[src/rtl/count_gate_pkg.sv]
// Shared types and constants for the counter gate/capture controller.
package count_gate_pkg;

    typedef enum logic [2:0] {
        IDLE,
        CLEAR,
        GATE,
        SETTLE,
        CAPTURE,
        HOLD
    } state_t;

    localparam int CNT_W_DEF = 32;
    localparam int SEQ_W     = 16;
    localparam int TMR_W     = 32;

    // A zero gate length still opens the gate for one cycle.
    function automatic logic [TMR_W-1:0] gate_len_norm(input logic [TMR_W-1:0] len);
        return (len == '0) ? TMR_W'(1) : len;
    endfunction

endpackage

[src/rtl/count_gate_ctrl_gate_timer.sv]
// Loadable 32-bit down counter timing the CLEAR, GATE and SETTLE phases.
module gate_timer
    import count_gate_pkg::*;
(
    input  logic             clk_i,
    input  logic             rst_i,
    input  logic             load,
    input  logic             en,
    input  logic [TMR_W-1:0] load_val,
    output logic             done
);

    logic [TMR_W-1:0] count;

    always_ff @(posedge clk_i or posedge rst_i) begin
        if (rst_i) begin
            count <= '0;
        end else if (load) begin
            count <= load_val;
        end else if (en && (count != '0)) begin
            count <= count - TMR_W'(1);
        end
    end

    // A phase loaded with N ends on its Nth cycle, so no wrap is ever needed.
    assign done = (count == TMR_W'(1));

endmodule

[src/rtl/count_gate_ctrl.sv]
// Gate/capture controller for the multichannel pulse counters.
// Optional build macro GATE_SEQ_EN adds the seq_o capture sequence number.
module count_gate_ctrl
    import count_gate_pkg::*;
#(
    parameter int N_CH          = 4,
    parameter int CNT_W         = CNT_W_DEF,
    parameter int CLR_CYCLES    = 2,
    parameter int SETTLE_CYCLES = 4
) (
    input  logic                  clk_i,
    input  logic                  rst_i,
    input  logic                  start_i,
    input  logic                  cont_i,
    input  logic                  abort_i,
    input  logic [31:0]           gate_len_i,
    input  logic [N_CH*CNT_W-1:0] cnt_i,
    output logic                  cnt_ena_o,
    output logic                  cnt_rst_no,
    output logic [N_CH*CNT_W-1:0] data_o,
    output logic                  valid_o,
    input  logic                  ack_i,
    output logic                  busy_o
`ifdef GATE_SEQ_EN
    ,
    output logic [SEQ_W-1:0]      seq_o
`endif
);

    localparam logic [TMR_W-1:0] CLR_LOAD    = TMR_W'(CLR_CYCLES);
    localparam logic [TMR_W-1:0] SETTLE_LOAD = TMR_W'(SETTLE_CYCLES);

    state_t           state;
    logic [TMR_W-1:0] gate_len_q;
    logic             tmr_load;
    logic [TMR_W-1:0] tmr_val;
    logic             tmr_done;

    gate_timer u_timer (
        .clk_i    (clk_i),
        .rst_i    (rst_i),
        .load     (tmr_load),
        .en       (1'b1),
        .load_val (tmr_val),
        .done     (tmr_done)
    );

    // Timer is reloaded on the edge that enters each timed phase.
    always_comb begin
        tmr_load = 1'b0;
        tmr_val  = '0;
        unique case (state)
            IDLE: begin
                if (start_i) begin
                    tmr_load = 1'b1;
                    tmr_val  = CLR_LOAD;
                end
            end
            CLEAR: begin
                if (tmr_done) begin
                    tmr_load = 1'b1;
                    tmr_val  = gate_len_q;
                end
            end
            GATE: begin
                if (tmr_done) begin
                    tmr_load = 1'b1;
                    tmr_val  = SETTLE_LOAD;
                end
            end
            HOLD: begin
                if (ack_i && cont_i) begin
                    tmr_load = 1'b1;
                    tmr_val  = CLR_LOAD;
                end
            end
            default: begin
                tmr_load = 1'b0;
            end
        endcase
    end

    always_ff @(posedge clk_i or posedge rst_i) begin
        if (rst_i) begin
            state      <= IDLE;
            gate_len_q <= '0;
            cnt_ena_o  <= 1'b0;
            cnt_rst_no <= 1'b0;
            data_o     <= '0;
            valid_o    <= 1'b0;
            busy_o     <= 1'b0;
`ifdef GATE_SEQ_EN
            seq_o      <= '0;
`endif
        end else if (abort_i) begin
            // data_o and seq_o keep the last completed capture.
            state      <= IDLE;
            cnt_ena_o  <= 1'b0;
            cnt_rst_no <= 1'b1;
            valid_o    <= 1'b0;
            busy_o     <= 1'b0;
        end else begin
            unique case (state)
                IDLE: begin
                    cnt_rst_no <= 1'b1;
                    if (start_i) begin
                        state      <= CLEAR;
                        gate_len_q <= gate_len_norm(gate_len_i);
                        cnt_rst_no <= 1'b0;
                        busy_o     <= 1'b1;
                    end
                end
                CLEAR: begin
                    if (tmr_done) begin
                        state      <= GATE;
                        cnt_rst_no <= 1'b1;
                        cnt_ena_o  <= 1'b1;
                    end
                end
                GATE: begin
                    if (tmr_done) begin
                        state     <= SETTLE;
                        cnt_ena_o <= 1'b0;
                    end
                end
                SETTLE: begin
                    if (tmr_done) begin
                        state <= CAPTURE;
                    end
                end
                CAPTURE: begin
                    state   <= HOLD;
                    data_o  <= cnt_i;
                    valid_o <= 1'b1;
`ifdef GATE_SEQ_EN
                    seq_o   <= seq_o + SEQ_W'(1);
`endif
                end
                HOLD: begin
                    if (ack_i) begin
                        valid_o <= 1'b0;
                        if (cont_i) begin
                            state      <= CLEAR;
                            gate_len_q <= gate_len_norm(gate_len_i);
                            cnt_rst_no <= 1'b0;
                        end else begin
                            state  <= IDLE;
                            busy_o <= 1'b0;
                        end
                    end
                end
                default: begin
                    state <= IDLE;
                end
            endcase
        end
    end

endmodule

[config.mk]
export PLATFORM = sky130hd
export DESIGN_NAME = count_gate_ctrl
export DESIGN_NICKNAME = d
export VERILOG_FILES = /design/src/rtl/count_gate_pkg.sv /design/src/rtl/count_gate_ctrl_gate_timer.sv /design/src/rtl/count_gate_ctrl.sv
export SDC_FILE = /design/constraint.sdc
export NUM_CORES = 1
export LEC_CHECK = 0
export CORE_UTILIZATION = 45
export CTS_BUF_LIST = sky130_fd_sc_hd__clkbuf_16
export CTS_CLUSTER_DIAMETER = 30
export DETAILED_ROUTE_END_ITERATION = 6
export HOLD_SLACK_MARGIN = 0.12
export MAX_ROUTING_LAYER = met4
export PLACE_DENSITY = 0.78
export RECOVER_POWER = 100
export SLEW_MARGIN = 0
export SYNTH_ARGS = -nofsm -noshare
export SYNTH_HDL_FRONTEND = slang
export SYNTH_SLANG_ARGS = --single-unit
[constraint.sdc]
create_clock -name clk_i -period 8.4 [get_ports clk_i]
set_input_delay 1.68 -clock clk_i [delete_from_list [all_inputs] [get_ports clk_i]]
set_output_delay 1.68 -clock clk_i [all_outputs]
set_load 0.01 [all_outputs]
# Word level (Yosys, flattened, before mapping)
# Index checks and enable logic that the tools add are counted.
word_totals:
  ff_bits: 199
  input_bits: 166
classes:
  addsub: 1
  eq_ne: 16
  muxes: 41
  n_bitwise: 1
  reduce_logical: 18
op_table:
  columns: ["operator", "count"]
  rows:
  - ["32-bit two-way mux", 7]
  - ["32-bit one-hot mux with 4 select lines", 1]
  - ["32-bit one-hot mux with 2 select lines", 1]
  - ["32-bit by 1-bit equality test with 1-bit output (second input constant)", 1]
  - ["32-bit zero test", 1]
  - ["32-bit nonzero test", 1]
  - ["32-bit by 1-bit subtractor with 32-bit output (second input constant)", 1]
  - ["3-bit two-way mux", 7]
  - ["3-bit != test (second input constant)", 7]
  - ["3-bit one-hot mux with 6 select lines", 1]
  - ["1-bit two-way mux", 17]
  - ["5-bit AND reduction", 2]
  - ["3-bit nonzero test", 3]
  - ["4-bit AND reduction", 2]
  - ["3-bit by 2-bit equality test with 1-bit output (second input constant)", 2]
  - ["3-bit equality test (second input constant)", 2]
  - ["2-bit != test (second input constant)", 3]
  - ["1-bit one-hot mux with 2 select lines", 3]
  - ["1-bit one-hot mux with 3 select lines", 2]
  - ["2-bit two-way mux", 2]
  - ["2-bit AND reduction", 2]
  - ["2-bit nonzero test", 2]
  - ["4-bit nonzero test", 1]
  - ["3-bit by 1-bit equality test with 1-bit output (second input constant)", 1]
  - ["other kinds (5)", 5]

# Logic depth before layout (Yosys ltp)
# Gate-level depths: netlist of run 1.
logic_depth:
  depth_word: 5
  mapped_depth: 8
  ltp_nobuf: 7

# Hierarchy
# From an unflattened synthesis of run 1, not the netlist that was laid out.
hier_totals:
  cells_unflattened: 684
  area_unflattened_um2: 8861.0
by_module_without_submodules:
  columns: ["module", "instances", "cells_each", "area_each_um2"]
  rows:
  - ["count_gate_ctrl", 1, 451, 6786.5]
  - ["gate_timer", 1, 233, 2074.5]

# Worst setup path after synthesis of run 1
# OpenSTA, ideal clock, no wires.
synth_timing:
  path_type: "input-to-reg"
  start: "input start_i"
  end: "register gate_len_q[0]"
  setup_ns: 0.133
  t_arrival_ns: 3.125
  path_slack_ns: 5.142
  stages: 6
  path_buffers: 2
  path_cell_list: "or3b_2 -> a211o_1 -> clkbuf_1 -> nor2_1 -> clkbuf_1 -> a21oi_1"
synth_between:
  elab_chain_len: 2
synth_rtl:
  columns: ["element", "line_no", "rtl"]
  rows:
  - ["start: declaration", "count_gate_ctrl.sv:13", "input logic start_i,"]
  - ["2-bit != test (no line)", null, null]
  - ["5-bit AND reduction (no line)", null, null]
  - ["end signal: assignment", "count_gate_ctrl.sv:108", "gate_len_q <= gate_len_norm(gate_len_i);"]
  - ["end signal: assignment", "count_gate_ctrl.sv:144", "gate_len_q <= gate_len_norm(gate_len_i);"]
  - ["end: declaration", "count_gate_ctrl.sv:34", "logic [TMR_W-1:0] gate_len_q;"]
# Every way passes these cells.
# A chain may end at the register's enable or synchronous reset.

# Final worst setup path of run 1
layout_timing:
  start: "input abort_i"
  end: "register data_o[8]"
layout_between:
  elab_chain_len: 2
layout_rtl:
  columns: ["element", "line_no", "rtl"]
  rows:
  - ["start: declaration", "count_gate_ctrl.sv:15", "input logic abort_i,"]
  - ["1-bit NOT (no line)", null, null]
  - ["2-bit AND reduction (no line)", null, null]
  - ["end signal: assignment", "count_gate_ctrl.sv:133", "data_o <= cnt_i;"]
  - ["end: declaration", "count_gate_ctrl.sv:20", "output logic [N_CH*CNT_W-1:0] data_o,"]
# Every way passes these cells.

==> summary.txt, run 1 <==
status - finished, violations left
violated checks - max-capacitance violations, max-slew violations
layout cells sized above 1 - 0.190
Post-Route Setup TNS - 0 ns
max-cap check violation count - 2
global routing's busiest layer - met2
Initial DRC Count - 269
placed cells - 1102
switching power share of the total - 0.319
antenna cells - 0
Critical Path Max Stage Delay - 2.22 ns
Seq pwr share - 0.417
GR Util met2 - 0.381
largest family of logic cells by synthesized area - multiplexers
Final HPWL DP - 15000 um
Post-Synth Simple-Gate Area - 0.0754
Setup-failing EPs final - 0
Mapped Nets - 775
CTS Sinks - 199
Avg WL per Cell - 18.7 um
clock share of power - 0.297
total die area - 19000 um2
Final Hold Vio Count - 0
CTS tree - yes
fraction of synthesized cell area in xor and xnor cells - 0.0243
FF-to-FF setup slack - 3.57 ns
Chip Height - 138 um
area of placed instances - 11400 um2
first-pass GRT wire length - 32400 um
cell at the slowest stage of the critical path - clkbuf_1
Post-synth top flop - dfrtp_1
Critical Path Sink Type - flip-flop
antenna-violating nets left - 0
GP Congestion - 0.861
Tot GR Track Use - 0.232
Cell Area, Synth - 8280 um2
# port buffers - 297
Clock Latency Late Sink - 0.43 ns
Syn Area/Cell - 13.7 um2
# DRC - 0
Fin Hold WS - 0.491 ns
reg2reg path depth - 6
Synth area leader - dfrtp_1
reg-to-reg endpoint - u_timer.count[11]$_DFFE_PP0P_
fin crit period - 5.82 ns
actual slew at the worst max-slew pin - 3.07 ns
synth warn - 0
CORE AREA - 18000 um2
drt pass-1 iters - 4
DR vias/cell - 5.40
Distinct cells, synth - 51
setup bufs post-CTS - 0
number of synthesized flops with an enable pin - 0
Pleak - 0.00539 uW
register bit total from synthesis - 199
Mapped Cells - 606
post-synthesis mux area share - 0.177
Rel. slew slack - -1.05
Num CTS Buffers - 17
post-synthesis async set-or-reset flop share - 1.00
Slew Limit Fails - 69
NetSw - 939 uW
Comb power frac - 0.286
Post-Synth Adder-Cell Area - 0.00453
Root Buffer - clkbuf_16
final cell count without fillers - 1133
peak supply drop - 179 uV
Peak Freq - 172 MHz
final wirelength - 21200 um
pwr dens - 245 nW/um2
CP Class - in2reg
largest net degree at the start of global routing - 123
initial antenna violation count - 0
Std-Cell Rows - 49
CTS hold repair buffers - 0
Compound-Gate Fraction of Synth Area - 0.0950
nets - 1061
# IOs - 298
vias post-DR - 6121
met3 Use GR - 0.0611
clock buffer depth - 2
cell-internal power - 2010 uW
WP data arrival - 6.12 ns
Starting Density - 0.459
R2R Path Start - u_timer.count[16]$_DFFE_PP0P_
number of global-route vias before repair - 6302
post-route cell area - 12000 um2
CP Max Fanout - 72
grt total ovfl - 0
RSZ-0062 raised after global routing - false
H-Tree Depth - 4
critical path, cell by cell - dlygate4sd3_1 -> nor3_1 -> buf_4 -> clkbuf_1 -> mux2_2
Die Wd - 138 um
register area share after synthesis - 0.601
post_cts resized - 0
Synth top area share - 0.601
clk_skew - 0.0106 ns
area grow syn2layout - 45.3%
crit path capture - data_o[8]$_DFFE_PP0P_
WP data required - 8.70 ns
Worst Hold Class - reg2reg
Worst Setup SP - abort_i
global routing usage on met1 - 0.273
CP Launch Type - input pin
Clk pin slew, worst setup/hold paths - 0.07 ns
top cells by area, synth - dfrtp_1 60%, mux2_2 18%, a22o_1 4.9%, nor4_1 2.1%, xor2_1 1.3%
period utilization - 0.693
## cells by family after synthesis
kind of cell	Yosys count
compound gates	102
xor+xnor	23
flops	199
buf+inv	44
fa+ha+maj	3
simple gates	105
mux	130
## flip-flops by register name, indices dropped and copies added (netlist names)
signal / flops
data_o: 128
busy_o: 1
cnt_ena_o: 1
valid_o: 1
u_timer.count: 32
state: 3
cnt_rst_no: 1
gate_len_q: 32
## layout make-up
cell class	instances	area, um2
fillers	1357	5990
multi-input cells	363	3090
clock inverters	14	196
well taps	229	287
repair buffers	304	3010
inverters	7	33.8
flip-flops and latches	199	4980
clock buffers	17	425
## metrics by stage
stage / total power (uW) / worst slack (ns) / utilization
after floorplan: 1810 / 1.29 / -
after global placement: 2110 / 3.84 / 0.635
after detailed placement: 2130 / 3.84 / 0.635
after CTS: 3020 / 4.31 / 0.670
after global routing: 3100 / 2.16 / 0.667
final: 2950 / 2.58 / 0.667
## how the worst min path moves through the flow
stage,start,to,slack (ns),cells after the start
after CTS,gate_len_q[12]$_DFFE_PP0P_,u_timer.count[12]$_DFFE_PP0P_,0.50,1
after global routing,data_o[89]$_DFFE_PP0P_,data_o[89]$_DFFE_PP0P_,0.52,1
after floorplan,gate_len_q[12]$_DFFE_PP0P_,u_timer.count[12]$_DFFE_PP0P_,0.46,1
after global placement,gate_len_q[12]$_DFFE_PP0P_,u_timer.count[12]$_DFFE_PP0P_,0.47,1
final,gate_len_q[12]$_DFFE_PP0P_,u_timer.count[12]$_DFFE_PP0P_,0.49,1
after detailed placement,gate_len_q[14]$_DFFE_PP0P_,u_timer.count[14]$_DFFE_PP0P_,0.48,1
## worst max-delay path, delay by kind of cell
kind                   cells  cell delay (ns)
and+or+nand+nor            1             0.22
muxes                      1             0.48
buffers and inverters      3             3.61
## Yosys cell counts, drive strengths merged, types with 2 or more instances
| master | instances |
|---|---|
| xnor2 | 11 |
| a22o | 46 |
| nand2b | 2 |
| nand2 | 7 |
| nor2b | 3 |
| o31a | 8 |
| xor2 | 12 |
| inv | 7 |
| dfrtp | 199 |
| mux2 | 129 |
| o2bb2ai | 4 |
| a211oi | 2 |
| ha | 3 |
| buf | 10 |
| nor3 | 8 |
| a32oi | 3 |
| a21oi | 16 |
| a31oi | 3 |
| nor4 | 29 |
| nor3b | 2 |
| or3 | 3 |
| nand4 | 7 |
| nor2 | 16 |
| or2 | 3 |
| or4 | 9 |
| nand3 | 11 |
| clkbuf | 27 |
| o21ai | 9 |
## cell usage in the layout (no fill, tap or decap), types with 11 or more instances in the layout
| cell | count |
|---|---|
| dfrtp_1 | 199 |
| clkdlybuf4s50_1 | 161 |
| mux2_2 | 129 |
| xor2_1 | 12 |
| xnor2_1 | 11 |
| nor4_1 | 29 |
| a22o_1 | 46 |
| nand3_1 | 11 |
| clkbuf_16 | 17 |
| a21oi_1 | 16 |
| dlygate4sd3_1 | 136 |
| nor2_1 | 15 |
## routing by layer
layer,part of all wire,vias up
met5,0,-
met4,0.023,0
met3,0.060,34
met2,0.52,215
met1,0.40,3046
li1,-,2826
## power groups by stage
stage | clock network, uW | registers, uW | logic (uW)
after floorplan | 0 | 1240 | 563
after global placement | 0 | 1240 | 869
after detailed placement | 0 | 1240 | 882
after CTS | 898 | 1230 | 890
after global routing | 930 | 1250 | 922
final | 874 | 1230 | 843
Note: power is estimated with default switching activity, not from simulation.
==> run 2: changes to the inputs <==
Clock period 8.4 ns to 5.36 ns, I/O delays scaled along.
==> run 2 against run 1 <==
Against the previous run:
- the run still ends with max-capacitance violations, max-slew violations left
- highest routed layer unchanged
- global-route usage up 0.75 points
- first-iteration DRC count down 2.6%
- sequential cell count unchanged
- non-clock buffer count up 2
==> summary.txt, run 2 (synthesized netlist as in run 1, its figures left out) <==
largest net degree at the start of global routing - 122 (-0.81%)
grt total ovfl - 0 (unchanged)
# IOs - 298 (unchanged)
Initial DRC Count - 262 (-2.6%)
Rel. slew slack - -1.04 (+0.00824)
worst slack, placed - 1.02 ns (-2.83 ns)
period utilization - 0.803
CP Max Fanout - 27 (-63%)
Post-Route Setup TNS - 0 ns (unchanged)
CP Launch Type - input pin
Setup-failing EPs final - 0 (unchanged)
nets - 1063 (+0.19%)
# DRC - 0 (unchanged)
most flop-heavy register - data_o
antenna cells - 0 (unchanged)
vias post-DR - 6138 (+0.28%)
actual slew at the worst max-slew pin - 3.06 ns (-0.0123 ns)
H-Tree Depth - 4 (unchanged)
Fin Hold WS - 0.487 ns (-0.00365 ns)
WP data required - 5.66 ns (-3.04 ns)
Worst Hold Class - reg2reg
pwr dens - 381 nW/um2 (+56%)
CP Class - in2reg
clock share of power - 0.278 (-0.019)
layout cells sized above 1 - 0.194 (+0.00378)
Std-Cell Rows - 49 (unchanged)
Final Hold Vio Count - 0 (unchanged)
max reg flops - 128 (unchanged)
RSZ-0062 raised after global routing - false
final wirelength - 21900 um (+3.3%)
Chip Height - 138 um (unchanged)
# port buffers - 297 (unchanged)
Largest regs - data_o: 128 flops, gate_len_q: 32 flops, u_timer.count: 32 flops
Seq pwr share - 0.420 (+0.003)
initial antenna violation count - 0 (unchanged)
commonest non-fill, non-tap cell in the layout - dfrtp_1
final cell count without fillers - 1136 (+0.26%)
CORE AREA - 18000 um2 (unchanged)
FF-to-FF setup slack - 1.32 ns (-2.25 ns)
NetSw - 1550 uW (+65%)
Final HPWL DP - 15500 um (+3.5%)
placed cells - 1104 (+0.18%)
total die area - 19000 um2 (unchanged)
Tot Pwr - 4580 uW (+56%)
switching power share of the total - 0.338 (+0.0191)
Critical Path Sink Type - flip-flop
Starting Density - 0.459 (unchanged)
fin crit period - 4.30 ns
first-pass GRT wire length - 33000 um (+2.0%)
peak supply drop - 320 uV (+79%)
Clock Latency Late Sink - 0.43 ns (about the same)
CTS Sinks - 199 (unchanged)
CTS tree - yes
fin worst setup slack - 1.06 ns (-1.52 ns)
violated checks - max-capacitance violations, max-slew violations
CTS hold repair buffers - 0 (unchanged)
Tot GR Track Use - 0.240 (+0.00747)
WP data arrival - 4.61 ns (-1.51 ns)
post_cts resized - 0 (unchanged)
drt pass-1 iters - 5 (+1)
Clk pin slew, worst setup/hold paths - 0.07 ns (about the same)
most frequent cells in the layout - 199 x dfrtp_1, 161 x clkdlybuf4s50_1, 136 x dlygate4sd3_1
status - finished, violations left
GP Congestion - 0.861 (about the same)
Slew Limit Fails - 239 (+250%)
Pleak - 0.00539 uW (-0.12%)
Root Buffer - clkbuf_16
setup bufs post-CTS - 0 (unchanged)
Die Wd - 138 um (unchanged)
clock buffer depth - 2 (unchanged)
Num CTS Buffers - 17 (unchanged)
cell-internal power - 3030 uW (+51%)
clk_skew - 0.0167 ns (+0.00612 ns)
antenna-violating nets left - 0 (unchanged)
Avg WL per Cell - 19.3 um (+3.0%)
area grow syn2layout - 45.1%
DR vias/cell - 5.40 (about the same)
number of global-route vias before repair - 6287 (-0.24%)
Comb power frac - 0.302 (+0.016)
max-cap check violation count - 4 (+2)
Peak Freq - 232 MHz
[run 2: cell types whose count changed in the layout (fill, tap and decap cells not counted), moves of 2 or more]
cell / before / now
clkinv_2: 1 / 3
clkbuf_2: 0 / 2
bufinv_16: 4 / 1
clkinv_4: 0 / 2
[run 2: per-layer routing]
layer	part of all wire	GRT usage	vias up
met3	0.064	0.0673	31
met4	0.017	0.0714	0
met1	0.41	0.290	3032
met2	0.51	0.389	238
met5	0	-	-
li1	-	-	2837
[run 2: power by group through the flow]
stage | clock network [uW] | registers, uW | logic [uW]
finish | 1280 | 1920 | 1380
global route | 1360 | 1960 | 1510
CTS | 1310 | 1920 | 1420
detailed placement | 0 | 1950 | 1410
global placement | 0 | 1940 | 1370
floorplan | 0 | 1950 | 883
[run 2: path summary, 6_finish.rpt]
path	to	startpoint	cells past startpoint
setup reg to reg	u_timer.count[0]$_DFFE_PP0P_	u_timer.count[16]$_DFFE_PP0P_	5
max in group asynchronous	u_timer.count[1]$_DFFE_PP0P_	rst_i	3
hold reg to reg	u_timer.count[15]$_DFFE_PP0P_	gate_len_q[15]$_DFFE_PP0P_	1
setup / recovery	data_o[81]$_DFFE_PP0P_	abort_i	4
min in group asynchronous	data_o[52]$_DFFE_PP0P_	rst_i	3
hold / removal	u_timer.count[15]$_DFFE_PP0P_	gate_len_q[15]$_DFFE_PP0P_	1
[run 2: cell type report]
type	instances	area [um2]
clock buffer	17	425
tap	229	287
clock inverter	15	146
timing repair buffer	306	3040
fill	1345	6010
sequential	199	4980
multi-input combinational	363	3110
inverter	7	30.0
[run 2: stage by stage]
| step | utilization | area [um2] |
|---|---|---|
| detailed placement | 0.637 | 11500 |
| floorplan | - | 8290 |
| finish | 0.667 | 12000 |
| global placement | 0.637 | 11500 |
| global route | 0.667 | 12000 |
| CTS | 0.669 | 12100 |
[run 2: worst max-delay path, cell delays in order]
cell and delay [ns]:
dlygate4sd3_1 0.67, nor3_1 1.24, clkbuf_1 1.18, mux2_2 0.44
==> run 3: changes to the inputs <==
Settings changed: CORE_UTILIZATION 45 to 41, PLACE_DENSITY 0.78 to 0.75.
Clock period 5.36 ns to 3.9 ns, I/O delays scaled along.
==> run 3 against run 2 <==
Against the previous run:
- the run still ends with max-capacitance violations, max-slew violations left
- clock power rose by 37%
- hold slack improved by 0.013 ns
- total power rose by 38%
- final cell count rose by 4.0%
- largest cell class unchanged
- largest power group unchanged
==> summary.txt, run 3 (synthesized netlist as in run 1, its figures left out) <==
status - finished, violations left
CTS hold repair buffers - 0 (unchanged)
# DRC - 0 (unchanged)
# IOs - 298 (unchanged)
grt total ovfl - 0 (unchanged)
Std-Cell Rows - 51 (+4.1%)
period utilization - 0.837
layout cells sized above 1 - 0.200 (+0.00617)
first-pass GRT wire length - 33000 um (about the same)
Final Hold Vio Count - 0 (unchanged)
Setup-failing EPs final - 0 (unchanged)
drt pass-1 iters - 4 (-1)
clock buffer depth - 2 (unchanged)
R2R Path Start - u_timer.count[16]$_DFFE_PP0P_
CTS tree - yes
H-Tree Depth - 4 (unchanged)
placed cells - 1148 (+4.0%)
global routing's busiest layer - met2
violated checks - max-capacitance violations, max-slew violations
Slew Limit Fails - 66 (-72%)
GP Congestion - 0.832 (-3.4%)
antenna-violating nets left - 0 (unchanged)
Tot GR Track Use - 0.217 (-0.0221)
actual slew at the worst max-slew pin - 1.61 ns (-1.44 ns)
initial antenna violation count - 1 (+1)
Initial DRC Count - 226 (-14%)
most flop-heavy register - data_o
worst slack, placed - 0.960 ns (-0.0589 ns)
hold path startpoint - data_o[106]$_DFFE_PP0P_
Post-Route Setup TNS - 0 ns (unchanged)
FF-to-FF setup slack - 0.64 ns (-0.68 ns)
largest net degree at the start of global routing - 81 (-34%)
WP data required - 4.22 ns (-1.44 ns)
max reg flops - 128 (unchanged)
Die Wd - 144 um (+4.7%)
post_cts resized - 0 (unchanged)
DR vias/cell - 5.19 (-4.0%)
CORE AREA - 19700 um2 (+9.0%)
# port buffers - 297 (unchanged)
CTS Sinks - 199 (unchanged)
hold path depth - 1 (unchanged)
GR Util met2 - 0.351 (-0.0375)
met3 Use GR - 0.0639 (-0.00342)
pwr dens - 521 nW/um2 (+37%)
Clock Latency Late Sink - 0.44 ns (about the same)
Core Util, Final - 0.618 (-0.0491)
Chip Height - 144 um (+4.7%)
commonest non-fill, non-tap cell in the layout - dfrtp_1
peak supply drop - 377 uV (+18%)
clk_skew - 0.0198 ns (+0.00306 ns)
Fin Hold WS - 0.500 ns (+0.0131 ns)
Largest regs - data_o: 128 flops, gate_len_q: 32 flops, u_timer.count: 32 flops
CP Launch Type - flip-flop
fin crit period - 3.26 ns
final cell count without fillers - 1181 (+4.0%)
CP Max Fanout - 17 (-37%)
reg2reg path depth - 6 (+1)
Root Buffer - clkbuf_16
Critical Path Sink Type - flip-flop
max-cap check violation count - 1 (-3)
reg-to-reg endpoint - u_timer.count[1]$_DFFE_PP0P_
Avg WL per Cell - 18.4 um (-4.5%)
nets - 1071 (+0.75%)
most frequent cells in the layout - 199 x dfrtp_1, 161 x clkdlybuf4s50_1, 136 x dlygate4sd3_1
Rel. slew slack - -0.0761 (+0.963)
WP data arrival - 3.58 ns (-1.03 ns)
number of global-route vias before repair - 6305 (+0.29%)
Peak Freq - 306 MHz
RSZ-0062 raised after global routing - false
Hold EP - data_o[106]$_DFFE_PP0P_
Worst Hold Class - reg2reg
Pleak - 0.00542 uW (+0.68%)
total die area - 20800 um2 (+9.6%)
Final HPWL DP - 15900 um (+2.7%)
setup bufs post-CTS - 0 (unchanged)
Clk pin slew, worst setup/hold paths - 0.07 ns (about the same)
Worst Setup SP - u_timer.count[16]$_DFFE_PP0P_
fin worst setup slack - 0.636 ns (-0.421 ns)
Num CTS Buffers - 17 (unchanged)
Starting Density - 0.421 (-0.0381)
CP Class - reg2reg
global routing usage on met1 - 0.258 (-0.0313)
area grow syn2layout - 46.6%
final wirelength - 21800 um (-0.74%)
vias post-DR - 6124 (-0.23%)
## run 3: cell count changes in the layout (fill, tap and decap cells not counted), moves of 2 or more
cell / change
buf_4: +4
clkbuf_1: +2
clkinv_2: -3
diode_2: +2
inv_8: +2
## run 3: layout make-up
| type | count | area (um2) |
|---|---|---|
| timing repair buffer | 314 | 3100 |
| inverter | 7 | 27.5 |
| clock buffer | 17 | 425 |
| tap | 265 | 332 |
| multi-input combinational | 363 | 3110 |
| sequential | 199 | 4980 |
| fill | 1579 | 7510 |
| clock inverter | 14 | 159 |
| antenna | 2 | 5.00 |
## run 3: per-layer routing
metal	vias to the layer above	part of all wire
met2	201	0.51
met5	-	0
li1	2853	-
met1	3042	0.41
met4	0	0.018
met3	28	0.065
## run 3: how the worst max path moves through the flow
stage | slack (ns) | cells past startpoint | endpoint
after floorplan | 0.55 | 1 | busy_o$_DFFE_PP0P_
after global placement | 0.96 | 6 | u_timer.count[25]$_DFFE_PP0P_
after detailed placement | 0.96 | 4 | data_o[10]$_DFFE_PP0P_
after CTS | 1.05 | 5 | u_timer.count[7]$_DFFE_PP0P_
after global routing | 0.47 | 6 | u_timer.count[1]$_DFFE_PP0P_
final | 0.64 | 6 | u_timer.count[1]$_DFFE_PP0P_
## run 3: report_power, final
group,leakage [uW],internal [uW],switching [uW],total (uW)
clock network,0.000281,911,849,1760
logic,0.00260,898,1020,1920
registers,0.00255,2390,254,2640
## run 3: stage by stage
step	cell area [um2]	total power, uW
2_1_floorplan	8290	3890
3_5_place_dp	11600	4650
4_1_cts	12200	6440
6_report	12100	6320
5_1_grt	12100	6660
3_3_place_gp	11600	4610
## run 3: worst max-delay path, stage by stage (launching register included)
cell and delay, ns:
dfrtp_1 0.43, or4_1 0.60, or4_1 0.75, nor4_4 0.33, clkbuf_1 0.66, nand3_1 0.17, a32oi_1 0.23
